==> config.mk <==
export PLATFORM = sky130hd
export DESIGN_NAME = i2c_init_sequencer_flat
export DESIGN_NICKNAME = d
export VERILOG_FILES = /design/src/rtl/i2c_init_sequencer_if.sv /design/src/rtl/i2c_init_sequencer.sv /design/src/flat_wrapper.sv
export SDC_FILE = /design/constraint.sdc
export NUM_CORES = 1
export LEC_CHECK = 0
export ABC_AREA = 1
export CAP_MARGIN = 20
export CORE_MARGIN = 2
export CORE_UTILIZATION = 49
export CTS_BUF_LIST = sky130_fd_sc_hd__clkbuf_4 sky130_fd_sc_hd__clkbuf_8 sky130_fd_sc_hd__clkbuf_16
export DETAILED_ROUTE_END_ITERATION = 7
export GPL_TIMING_DRIVEN = 0
export PLACE_DENSITY = 0.84
export SYNTH_ARGS = -nofsm -noshare
export SYNTH_HDL_FRONTEND = slang
export SYNTH_SLANG_ARGS = --single-unit
==> constraint.sdc <==
create_clock -name CLOCK -period 2.54 [get_ports CLOCK]
set_input_delay 0.508 -clock CLOCK [delete_from_list [all_inputs] [get_ports CLOCK]]
set_output_delay 0.508 -clock CLOCK [all_outputs]
set_load 0.02 [all_outputs]
==> src/rtl/i2c_init_sequencer_if.sv <==
// ----------------------------------------------------------------------------
// i2c_init_sequencer_if
//   Link between the init sequencer and the I2C register-write engine. The
//   sequencer is the Avalon-MM master for the engine's slave port
//   (0 = iCall, 1 = iAddr, 2 = iData). The engine returns a one-cycle done
//   pulse for each completed write.
//
//   avm_chipselect  master -> slave  chipselect
//   avm_write       master -> slave  single-cycle write strobe (no waitrequest)
//   avm_address     master -> slave  register address
//   avm_writedata   master -> slave  write data
//   i2c_done        slave  -> master engine done pulse (isDone)
// ----------------------------------------------------------------------------
interface i2c_init_sequencer_if;
    logic        avm_chipselect;
    logic        avm_write;
    logic [7:0]  avm_address;
    logic [31:0] avm_writedata;
    logic        i2c_done;

    modport master (
        output avm_chipselect,
        output avm_write,
        output avm_address,
        output avm_writedata,
        input  i2c_done
    );

    modport slave (
        input  avm_chipselect,
        input  avm_write,
        input  avm_address,
        input  avm_writedata,
        output i2c_done
    );
endinterface

==> src/rtl/i2c_init_sequencer.sv <==
// ----------------------------------------------------------------------------
// i2c_init_sequencer
//   Power-up/config sequencer for the I2C register-write engine. On start it
//   walks a table of {reg_addr, data} pairs and issues one engine write per
//   entry: iAddr, iData, iCall=2, wait for the engine's done pulse, then clear
//   iCall. Engine writes that never complete (slave NACKs forever) are cut
//   off by a timeout.
//
//   CLOCK        in   system clock
//   RESET        in   synchronous active-high reset
//   start        in   one-cycle pulse: run the table from entry 0
//   tbl_count    in   number of valid entries, sampled on start (clamped to 2**AW)
//   tbl_index    out  table read address
//   tbl_data     in   combinational table read: [15:8] reg addr, [7:0] data
//   bus          --   Avalon master to the engine plus its done pulse
//   busy         out  high from the cycle after start is accepted through FINISH
//   done         out  one-cycle pulse when the sequence ends
//   error        out  sticky timeout flag; cleared on accepted start or RESET
//   timeout_cnt  out  timeouts in this run, saturating at 255
// ----------------------------------------------------------------------------
module i2c_init_sequencer #(
    parameter int unsigned AW               = 4,
    parameter int unsigned WAIT_CYCLES      = 8000,
    parameter int unsigned GAP_CYCLES       = 64,
    parameter int unsigned ABORT_ON_TIMEOUT = 0
) (
    input  logic                        CLOCK,
    input  logic                        RESET,
    input  logic                        start,
    input  logic [AW:0]                 tbl_count,
    output logic [AW-1:0]               tbl_index,
    input  logic [15:0]                 tbl_data,
    i2c_init_sequencer_if.master        bus,
    output logic                        busy,
    output logic                        done,
    output logic                        error,
    output logic [7:0]                  timeout_cnt
);

    localparam int unsigned DEPTH     = 1 << AW;
    localparam int unsigned CNT_MAX   = (WAIT_CYCLES > GAP_CYCLES) ? WAIT_CYCLES : GAP_CYCLES;
    localparam int unsigned CW        = $clog2(CNT_MAX + 1);
    localparam logic [AW:0]   MAX_COUNT = (AW+1)'(DEPTH);
    localparam logic [AW:0]   COUNT_ONE = (AW+1)'(1);
    localparam logic [AW-1:0] IDX_ONE   = AW'(1);
    localparam logic [CW-1:0] CNT_ONE   = CW'(1);
    localparam logic [CW-1:0] WAIT_LAST = CW'(WAIT_CYCLES - 1);
    localparam logic [CW-1:0] GAP_LAST  = CW'(GAP_CYCLES - 1);
    localparam logic          ABORT     = (ABORT_ON_TIMEOUT != 0);

    localparam logic [7:0] A_CALL = 8'd0;
    localparam logic [7:0] A_ADDR = 8'd1;
    localparam logic [7:0] A_DATA = 8'd2;

    typedef enum logic [3:0] {
        IDLE,
        LOAD,
        WR_ADDR,
        WR_DATA,
        WR_CALL,
        WAIT,
        CLR_CALL,
        GAP,
        FINISH
    } state_t;

    state_t          state;
    logic [AW-1:0]   idx;
    logic [AW:0]     n_lat;
    logic [7:0]      data_byte;
    logic [CW-1:0]   cnt;
    logic            timed_out;
    logic            av_strobe;
    logic [7:0]      av_addr;
    logic [31:0]     av_wdata;
    logic            last_entry;

    assign last_entry = ({1'b0, idx} == (n_lat - COUNT_ONE));

    assign tbl_index          = idx;
    assign bus.avm_chipselect = av_strobe;
    assign bus.avm_write      = av_strobe;
    assign bus.avm_address    = av_addr;
    assign bus.avm_writedata  = av_wdata;

    // Bus outputs are loaded on the transition INTO each write state so the
    // strobe lines up with that state's cycle (LOAD -> WR_ADDR puts the first
    // write two cycles after the start cycle).
    always_ff @(posedge CLOCK) begin
        if (RESET) begin
            state       <= IDLE;
            idx         <= '0;
            n_lat       <= '0;
            data_byte   <= '0;
            cnt         <= '0;
            timed_out   <= 1'b0;
            av_strobe   <= 1'b0;
            av_addr     <= '0;
            av_wdata    <= '0;
            busy        <= 1'b0;
            done        <= 1'b0;
            error       <= 1'b0;
            timeout_cnt <= '0;
        end else begin
            av_strobe <= 1'b0;
            av_addr   <= '0;
            av_wdata  <= '0;
            done      <= 1'b0;

            case (state)
                IDLE: begin
                    if (start) begin
                        idx         <= '0;
                        error       <= 1'b0;
                        timeout_cnt <= '0;
                        busy        <= 1'b1;
                        n_lat       <= (tbl_count > MAX_COUNT) ? MAX_COUNT : tbl_count;
                        state       <= (tbl_count == '0) ? FINISH : LOAD;
                    end
                end

                LOAD: begin
                    data_byte <= tbl_data[7:0];
                    av_strobe <= 1'b1;
                    av_addr   <= A_ADDR;
                    av_wdata  <= {24'd0, tbl_data[15:8]};
                    state     <= WR_ADDR;
                end

                WR_ADDR: begin
                    av_strobe <= 1'b1;
                    av_addr   <= A_DATA;
                    av_wdata  <= {24'd0, data_byte};
                    state     <= WR_DATA;
                end

                WR_DATA: begin
                    av_strobe <= 1'b1;
                    av_addr   <= A_CALL;
                    av_wdata  <= 32'h2;
                    state     <= WR_CALL;
                end

                WR_CALL: begin
                    cnt       <= '0;
                    timed_out <= 1'b0;
                    state     <= WAIT;
                end

                WAIT: begin
                    // A done pulse on the expiry cycle takes priority.
                    if (bus.i2c_done) begin
                        av_strobe <= 1'b1;
                        av_addr   <= A_CALL;
                        av_wdata  <= '0;
                        state     <= CLR_CALL;
                    end else if (cnt == WAIT_LAST) begin
                        timed_out <= 1'b1;
                        error     <= 1'b1;
                        if (timeout_cnt != 8'hFF) begin
                            timeout_cnt <= timeout_cnt + 8'd1;
                        end
                        av_strobe <= 1'b1;
                        av_addr   <= A_CALL;
                        av_wdata  <= '0;
                        state     <= CLR_CALL;
                    end else begin
                        cnt <= cnt + CNT_ONE;
                    end
                end

                CLR_CALL: begin
                    if ((timed_out && ABORT) || last_entry) begin
                        state <= FINISH;
                    end else begin
                        cnt   <= '0;
                        state <= GAP;
                    end
                end

                GAP: begin
                    if (cnt == GAP_LAST) begin
                        idx   <= idx + IDX_ONE;
                        state <= LOAD;
                    end else begin
                        cnt <= cnt + CNT_ONE;
                    end
                end

                FINISH: begin
                    done  <= 1'b1;
                    busy  <= 1'b0;
                    state <= IDLE;
                end

                default: state <= IDLE;
            endcase
        end
    end

endmodule

==> src/flat_wrapper.sv <==
// flat-port wrapper written by rule: the top's interface ports become plain ports
module i2c_init_sequencer_flat 
#(
    parameter int unsigned AW               = 4,
    parameter int unsigned WAIT_CYCLES      = 8000,
    parameter int unsigned GAP_CYCLES       = 64,
    parameter int unsigned ABORT_ON_TIMEOUT = 0
)
  (CLOCK, RESET, start, tbl_count, tbl_index, tbl_data, busy, done, error, timeout_cnt, bus_avm_chipselect, bus_avm_write, bus_avm_address, bus_avm_writedata, bus_i2c_done);
  i2c_init_sequencer_if bus_i ();
  input  logic CLOCK;
  input  logic RESET;
  input  logic start;
  input  logic [AW:0] tbl_count;
  output logic [AW-1:0] tbl_index;
  input  logic [15:0] tbl_data;
  output logic busy;
  output logic done;
  output logic error;
  output logic [7:0] timeout_cnt;
  output wire logic [$bits(bus_i.avm_chipselect)-1:0] bus_avm_chipselect;
  output wire logic [$bits(bus_i.avm_write)-1:0] bus_avm_write;
  output wire logic [$bits(bus_i.avm_address)-1:0] bus_avm_address;
  output wire logic [$bits(bus_i.avm_writedata)-1:0] bus_avm_writedata;
  input wire logic [$bits(bus_i.i2c_done)-1:0] bus_i2c_done;
  assign bus_avm_chipselect = bus_i.avm_chipselect;
  assign bus_avm_write = bus_i.avm_write;
  assign bus_avm_address = bus_i.avm_address;
  assign bus_avm_writedata = bus_i.avm_writedata;
  assign bus_i.i2c_done = bus_i2c_done;
  i2c_init_sequencer #(.AW(AW), .WAIT_CYCLES(WAIT_CYCLES), .GAP_CYCLES(GAP_CYCLES), .ABORT_ON_TIMEOUT(ABORT_ON_TIMEOUT)) u_core (.CLOCK(CLOCK), .RESET(RESET), .start(start), .tbl_count(tbl_count), .tbl_index(tbl_index), .tbl_data(tbl_data), .bus(bus_i), .busy(busy), .done(done), .error(error), .timeout_cnt(timeout_cnt));
endmodule
# After elaboration in Yosys (flattened, before gate mapping)
# Cells that the tools add are included.
# classes
n_reduce_logical,14
order_cmp,1
eq_ne,21
n_mux,33
addsub,4
# ops
op,count
13-bit two-way mux,4
13-bit one-hot mux with 4 select lines,1
4-bit two-way mux,8
8-bit two-way mux,4
4-bit one-hot mux with 8 select lines,1
8-bit one-hot mux with 3 select lines,1
"4-bit by 3-bit equality test with 1-bit output, second input constant",4
8-bit one-hot mux with 2 select lines,1
"13-bit by 1-bit adder with 13-bit output, second input constant",1
"13-bit equality test, second input constant",1
"13-bit by 6-bit equality test with 1-bit output, second input constant",1
"2-bit != test, second input constant",5
5-bit AND reduction,2
"8-bit by 1-bit adder with 8-bit output, second input constant",1
"4-bit by 2-bit equality test with 1-bit output, second input constant",2
"8-bit != test, second input constant",1
4-bit one-hot mux with 2 select lines,1
1-bit two-way mux,7
"2-bit by 1-bit != test with 1-bit output, second input constant",3
1-bit one-hot mux with 2 select lines,3
3-bit AND reduction,2
2-bit nonzero test,3
4-bit by 5-bit equality test with 1-bit output,1
"5-bit greater-than comparator, second input constant",1
13 further kinds,14
# totals
wordCells,85
ff_bits,86
input_bits,25
out_inout_bits,57

# Depth between registers and ports, before layout
# Gate-level depths: netlist (run 1).
# depth
depth_word,5
ltp_mapped,13
depth_no_buf,13

# Least setup slack after synthesis (run 1)
# Ideal clock, no wire load.
# synth_path
path_type,register to register
start,register u_core.n_lat[0]
end,register u_core.cnt[7]
path_stages_with_launch,12
slack_ns,0.767
arrival_time_ns,1.658
period_less_slack_ns,1.773
setup_time_ns,0.116
required_time_ns,2.424
path_buffers,1
cell_sequence,dfxtp_1 inv_1 ha_1 nand2_1 inv_1 nor2_1 nand3_1 nor2_1 nand3_1 clkbuf_1 a21oi_1 nor2_1
# synth_between
elab_chain_len,4
# synth_lines
element,line,text
"start, declared",i2c_init_sequencer.sv:69,logic [AW:0] n_lat;
"start signal, assigned",i2c_init_sequencer.sv:117,n_lat <= (tbl_count > MAX_COUNT) ? MAX_COUNT : tbl_count;
5-bit by 1-bit subtractor with 5-bit output,i2c_init_sequencer.sv:78,"assign last_entry = ({1'b0, idx} == (n_lat - COUNT_ONE));"
4-bit by 5-bit equality test with 1-bit output,i2c_init_sequencer.sv:78,
2-bit != test (no source line),--,
5-bit AND reduction (no source line),--,
"end signal, assigned",i2c_init_sequencer.sv:168,cnt <= cnt + CNT_ONE;
"end signal, assigned",i2c_init_sequencer.sv:186,cnt <= cnt + CNT_ONE;
"end, declared",i2c_init_sequencer.sv:71,logic [CW-1:0] cnt;
# No other way between the ends.
# A chain may end at the register's enable or synchronous reset.

# Worst setup path in the final report (run 1)
# layout_path
start,register u_core.n_lat[0]
end,register u_core.state[3]
# layout_between
elab_chain_len,4
# layout_lines
element,line,text
5-bit by 1-bit subtractor with 5-bit output,i2c_init_sequencer.sv:78,
4-bit by 5-bit equality test with 1-bit output,i2c_init_sequencer.sv:78,
4-bit two-way mux,i2c_init_sequencer.sv:173,if ((timed_out && ABORT) || last_entry) begin
4-bit one-hot mux with 8 select lines,i2c_init_sequencer.sv:110,case (state)
"end signal, assigned",i2c_init_sequencer.sv:118,state <= (tbl_count == '0) ? FINISH : LOAD;
"end, declared",i2c_init_sequencer.sv:67,state_t state;
# No other way between the ends.

==> flow_metrics.tcl, run 1 <==
set metrics [dict create \
    dieArea_mm2 0.00698 \
    die_y_um 83.5 \
    hold_path.class "reg2reg" \
    start_util_pct 51.4 \
    syn_area_per_cell_um2 6.77 \
    vias 3081 \
    multi_input_area_mm2 0.00162 \
    fin_crit_sh_pct 85.2 \
    final_cells 621 \
    clk_latency_ps 320 \
    worst_path_most_repeated_cell "nor2_1" \
    final-hold-violation-count 0 \
    ff_latch_area_mm2 0.00112 \
    route.detailed.drc 0 \
    cts_buffers 5 \
    drive_gt1_share_pct 11.0 \
    crit_required_ps 2730 \
    yosys_warnings 0 \
    netlist-cell-type-count 34 \
    vdd.ir_drop.worst_uv 391 \
    hp-start "u_core.data_byte[6]" \
    skew_ps 5.82 \
    gp_congestion 0.932 \
    grt_pass1_wl_um 12300 \
    reg2reg_to "u_core.state[3]" \
    die-width_um 83.5 \
    clkPwrFrac_pct 18.1 \
    routedWlPerCell_um 11.8 \
    n_fill_cell 555 \
    finalCriticalPeriod_ps 2170 \
    ioPinCount 82 \
    grt_overflow 0 \
    cts.sinks 56 \
    end_kind "flop" \
    n_antenna_cell 0 \
    tns_ps 0 \
    cts_tree "built" \
    cts-resized-gates 0 \
    postRouteAntennaNets 0 \
    leakagePower_nw 1.64 \
    fmaxAchievable_ghz 0.462 \
    slowest_stage "clkbuf_1" \
    drv_cap 0 \
    hold_depth 2 \
    post-dp-hpwl_um 5610 \
    crit_path_start "u_core.n_lat[0]" \
    vias_per_cell 4.96 \
    root_buffer "clkbuf_8" \
    switching_power_w 0.00113 \
    finalNetCount 574 \
    critical_path_arrival_ps 2350 \
    seqPwrFrac_pct 40.6 \
    synth-seq-area-share_pct 36.2 \
    drt_pre_antenna_iters 5 \
    syn_inst 458 \
    port_buffers 51 \
    placed_cell_area_mm2 0.00381 \
    max_slew_margin_pct 57.0 \
    crit_chain "inv_1 > ha_1 > nor2_1 > nor2_1 > nand3_1 > nor2_1 > nand3_1 > clkbuf_1 > o21ai_0 > nand2_1 > nor2_1" \
    internal_power_w 0.00169 \
    p_comb_share_pct 41.4 \
    stdcell_area_mm2 0.00390 \
    grt.total_usage_pct 21.0 \
    clk_pin_slew_ps 110 \
    status "finished clean" \
    grt_max_degree 19 \
    worstMarginPinSlew_ps 644 \
    core_region_area_mm2 0.00603 \
    drv_slew 0 \
    slowest_delay_ps 440 \
    area_delta_synth_final_pct 26.0 \
    routed_wl_um 7330 \
    htree_levels 2 \
    rrSetupSlack_ps 370 \
    first_iter_violations 295 \
    fp-row-count 28 \
    hold-path-endpoint "u_core.data_byte[6]" \
    rsz0062_at_grt "false" \
    start_kind "flop" \
    cts_setup_buffers 0 \
    r2r.worst_path.cells 11 \
    p_sw_share_pct 40.2 \
    antenna_found_initial 0 \
    ys_ff_latch 56 \
    grt_pass1_vias 2802 \
    max-clock-path-buffers 2 \
    r2r_start "u_core.n_lat[0]" \
    power-per-cell-area_mw_per_mm2 723 \
    worst-setup-path-type "reg2reg" \
    holdBufCountCts 0 \
    syn_area_mm2 0.00310 \
    setup_viol_count_final 0 \
    critPathMaxFanout 10 \
    placedCellCount 613 \
]
[synth_stat cells]
cell	n	share of area (%)
nor2_4	2	0.73
o31a_1	1	0.28
buf_4	31	7.5
nor3_4	1	0.52
o211ai_1	1	0.24
xnor2_1	1	0.28
nand3b_1	3	0.73
conb_1	1	0.12
a22o_1	2	0.57
dfxtp_1	56	36
inv_2	1	0.12
nand2_1	106	13
nor2_2	3	0.61
buf_2	1	0.16
clkbuf_1	6	0.73
nor2_1	60	7.3
nand3_1	36	5.8
a21oi_1	38	6.1
nor3b_1	1	0.24
clkinv_1	1	0.12
nand2_4	2	0.73
o21ai_0	26	4.2
a211oi_1	1	0.24
a221oi_1	1	0.28
nor3_1	7	1.1
nand4_1	5	1.0
nand3_2	1	0.32
inv_1	45	5.5
xor2_1	4	1.1
buf_6	3	1.1
ha_1	4	1.6
nand4_2	1	0.40
or2_2	3	0.61
nand2_2	3	0.61
[kinds of logic after synthesis]
logic type / count (synthesis) / share of synthesized area [%]
AND/OR/NAND/NOR: 234 / 33.5
buffers and inverters: 88 / 15.2
AO/OA/AOI/OAI: 70 / 12.0
flip-flops: 56 / 36.2
other: 1 / 0.121
adder cells (fa/ha/maj): 4 / 1.61
XOR/XNOR: 5 / 1.41
[layout make-up]
| cell class | instances | share of cell area (%) |
|---|---|---|
| sequential | 56 | 28.7 |
| clock inverter | 3 | 0.577 |
| multi-input combinational | 343 | 41.4 |
| buffer | 41 | 7.53 |
| tap | 75 | 2.40 |
| inverter | 47 | 4.52 |
| timing repair buffer | 51 | 13.1 |
| clock buffer | 5 | 1.76 |
[power by group through the flow]
stage,combinational [W],sequential (W),clock (W)
2_1_floorplan,0.000768,0.00121,0
3_3_place_gp,0.00111,0.00116,0
3_5_place_dp,0.00115,0.00116,0
4_1_cts,0.00116,0.00114,0.000515
5_1_grt,0.00129,0.00117,0.000547
6_report,0.00117,0.00114,0.000509
[metrics by stage]
stage	hold slack [ps]	util, %	setup slack (ps)	total power (W)
after detailed placement	439	63.3	388	0.00231
after global placement	434	63.3	411	0.00227
final	455	64.8	375	0.00282
after global routing	481	64.8	180	0.00301
after CTS	454	64.8	382	0.00281
after floorplan	424	-	767	0.00198
[worst max-delay path by stage]
| stage | slack [ps] | end |
|---|---|---|
| 6_report | 370 | u_core.state[3] |
| 5_1_grt | 180 | u_core.cnt[8] |
| 4_1_cts | 380 | u_core.state[3] |
| 3_5_place_dp | 390 | u_core.done |
| 3_3_place_gp | 410 | u_core.done |
| 2_1_floorplan | 770 | u_core.cnt[7] |
[worst max-delay path, delay by kind of cell (launching register included)]
kind | cells | cell delay [ps]
compound gates | 1 | 170
fa+ha+maj | 1 | 320
buf+inv | 2 | 530
flops | 1 | 390
simple gates | 7 | 630
[layout by cell type (no fill, tap or decap), types with 2 or more instances in the layout]
master,netlist,routed
clkbuf_1,6,6
xor2_1,4,4
buf_4,31,31
inv_1,45,45
or2_2,3,3
nand3_1,36,36
clkbuf_8,0,5
buf_6,3,3
nor2_1,60,60
nor2_4,2,2
nor3_1,7,7
nand2_1,106,106
ha_1,4,4
clkdlybuf4s50_1,0,51
nand4_1,5,5
nand2_2,3,3
o21ai_0,26,26
a22o_1,2,2
conb_1,1,30
nand2_4,2,2
nand3b_1,3,3
a21oi_1,38,38
nor2_2,3,3
dfxtp_1,56,56
[sequential cells by signal, indices dropped and copies added, names as in the netlist]
name                       flops
u_core.error                   1
u_core.state                   4
u_core.tbl_index               4
u_core.timeout_cnt             8
u_core.cnt                    13
u_core.bus.avm_address         2
u_core.busy                    1
u_core.data_byte               8
u_core.done                    1
u_core.bus.avm_writedata       8
u_core.n_lat                   5
u_core.bus.avm_chipselect      1
[per-layer routing]
layer,up-vias,track usage [%],wire length (um)
met3,17,3.86,556
met4,0,7.92,170
li1,1579,-,-
met2,127,36.4,3440
met1,1358,25.9,3150
met5,-,0,0
Note: power is estimated with default switching activity, not from simulation.
==> inputs of run 2 (changes only) <==
--- a/config.mk
+++ b/config.mk
@@ -11,8 +11,10 @@
 export CORE_UTILIZATION = 49
 export CTS_BUF_LIST = sky130_fd_sc_hd__clkbuf_4 sky130_fd_sc_hd__clkbuf_8 sky130_fd_sc_hd__clkbuf_16
 export DETAILED_ROUTE_END_ITERATION = 7
+export GPL_ROUTABILITY_DRIVEN = 0
 export GPL_TIMING_DRIVEN = 0
-export PLACE_DENSITY = 0.84
+export MAX_ROUTING_LAYER = met4
+export PLACE_DENSITY_LB_ADDON = 0.2
 export SYNTH_ARGS = -nofsm -noshare
 export SYNTH_HDL_FRONTEND = slang
 export SYNTH_SLANG_ARGS = --single-unit
==> run 2 against run 1 <==
  * Worst hold slack worse by 3.1 ps
  * Sequential power about the same
  * Clock-buffer cell count up 1
  * Flip-flop and latch count unchanged
  * Register-to-register slack worse by 70 ps
  * Fmax down 3.2%
  * Critical path type unchanged
  * Highest routed layer unchanged
  * Largest power group unchanged
  * Cell area about the same
  * Clock power down 1%
  * Non-clock buffer count unchanged
==> flow_metrics.tcl, run 2 (synthesis results as in run 1) <==
set metrics [dict create \
    n_antenna_cell 0 \
    vias 3115 \
    die-width_um 83.5 \
    vias_per_cell 5.02 \
    cts_tree "built" \
    drt_pre_antenna_iters 7 \
    core_region_area_mm2 0.00603 \
    finalCriticalPeriod_ps 2240 \
    drive_gt1_share_pct 11.0 \
    cts.sinks 56 \
    dieArea_mm2 0.00698 \
    drv_cap 0 \
    hold_path.class "reg2reg" \
    port_buffers 51 \
    crit_chain "inv_1 > ha_1 > nor2_1 > nor2_1 > nand3_1 > nor2_1 > nand3_1 > clkbuf_1 > o21ai_0 > nand2_1 > nor2_1" \
    post-dp-hpwl_um 5600 \
    worstMarginPinSlew_ps 557 \
    rsz0062_at_grt "false" \
    slowest_stage "clkbuf_1" \
    status "finished clean" \
    grt_pass1_vias 2775 \
    root_buffer "clkbuf_8" \
    start_kind "flop" \
    fin_ws_ps 304 \
    grt.total_usage_pct 22.0 \
    postRouteAntennaNets 0 \
    start_util_pct 51.4 \
    critPathMaxFanout 10 \
    cts_buffers 5 \
    clk_pin_slew_ps 100 \
    ioPinCount 82 \
    clk_latency_ps 310 \
    area_delta_synth_final_pct 26.0 \
    crit_required_ps 2740 \
    power-per-cell-area_mw_per_mm2 722 \
    slowest_delay_ps 450 \
    max_slew_margin_pct 62.8 \
    skew_ps 9.23 \
    finalNetCount 574 \
    dp_slack_ps 341 \
    r2r.worst_path.cells 11 \
    antenna_found_initial 0 \
    max-clock-path-buffers 2 \
    setup_viol_count_final 0 \
    final_common_cell "nand2_1" \
    fin_crit_sh_pct 88.0 \
    die_y_um 83.5 \
    leakagePower_nw 1.63 \
    cts-resized-gates 0 \
    routed_wl_um 7310 \
    final_cell_mix "106 x nand2_1, 60 x nor2_1, 56 x dfxtp_1" \
    vdd.ir_drop.worst_uv 422 \
    drv_slew 0 \
    hold_depth 2 \
    largest_reg_flops 13 \
    htree_levels 2 \
    fmaxAchievable_ghz 0.447 \
    end_kind "flop" \
    placedCellCount 613 \
    largest_register "u_core.cnt" \
    routedWlPerCell_um 11.8 \
    cts_setup_buffers 0 \
    grt_overflow 0 \
    grt_max_degree 18 \
    route.detailed.drc 0 \
    first_iter_violations 172 \
    fp-row-count 28 \
    final-hold-violation-count 0 \
    worst_path_most_repeated_cell "nor2_1" \
    final_cells 621 \
    worst-setup-path-type "reg2reg" \
    critical_path_arrival_ps 2430 \
    rrSetupSlack_ps 300 \
    tns_ps 0 \
    n_fill_cell 573 \
    holdBufCountCts 0 \
    grt_pass1_wl_um 12600 \
]
run 2: changes by cell type in the layout (fill, tap and decap cells not counted):
| cell | previous run | this run |
|---|---|---|
| clkinv_2 | 1 | 0 |
| clkinvlp_4 | 0 | 1 |
| clkbuf_4 | 0 | 1 |
| inv_6 | 1 | 0 |
run 2: stage by stage:
step	area [um2]	power [W]	util (%)	hold WS, ps
2_1_floorplan	3210	0.00198	-	424
5_1_grt	3910	0.00301	64.8	488
3_3_place_gp	3810	0.00228	63.3	434
4_1_cts	3910	0.00282	64.8	456
3_5_place_dp	3810	0.00231	63.3	441
6_report	3910	0.00282	64.8	452
run 2: area by class of cell:
type	instances	area, um2	area share [%]
multi-input cells	343	1620	41.4
flip-flops and latches	56	1120	28.7
repair buffers	51	510	13.1
plain buffers	41	294	7.53
inverters	47	176	4.52
well taps	75	93.8	2.40
clock buffers	6	76.3	1.95
clock inverters	2	16.3	0.417
run 2: worst max-delay path, delay by kind of cell, from the launching register on:
family / cells / cell delay, ps
buffers and inverters: 2 / 550
adder cells (fa/ha/maj): 1 / 320
AND/OR/NAND/NOR: 7 / 630
AO/OA/AOI/OAI: 1 / 210
flip-flops: 1 / 410
run 2: report_power, final:
group	total, W	internal [W]	switching, W
registers	0.00114	0.00104	0.000104
logic	0.00117	0.000449	0.000722
clock network	0.000503	0.000208	0.000295
run 2: routing by layer:
metal | track usage, % | wire, um
met5 | - | 0
met4 | 7.04 | 171
met3 | 4.15 | 523
met2 | 36.6 | 3370
met1 | 27.0 | 3250
run 2: path summary, 6_finish.rpt:
check	startpoint	end
worst max-delay path	u_core.n_lat[0]	u_core.state[3]
worst min-delay path	u_core.data_byte[7]	u_core.data_byte[7]
worst max register to register	u_core.n_lat[0]	u_core.state[3]
worst min register to register	u_core.data_byte[7]	u_core.data_byte[7]
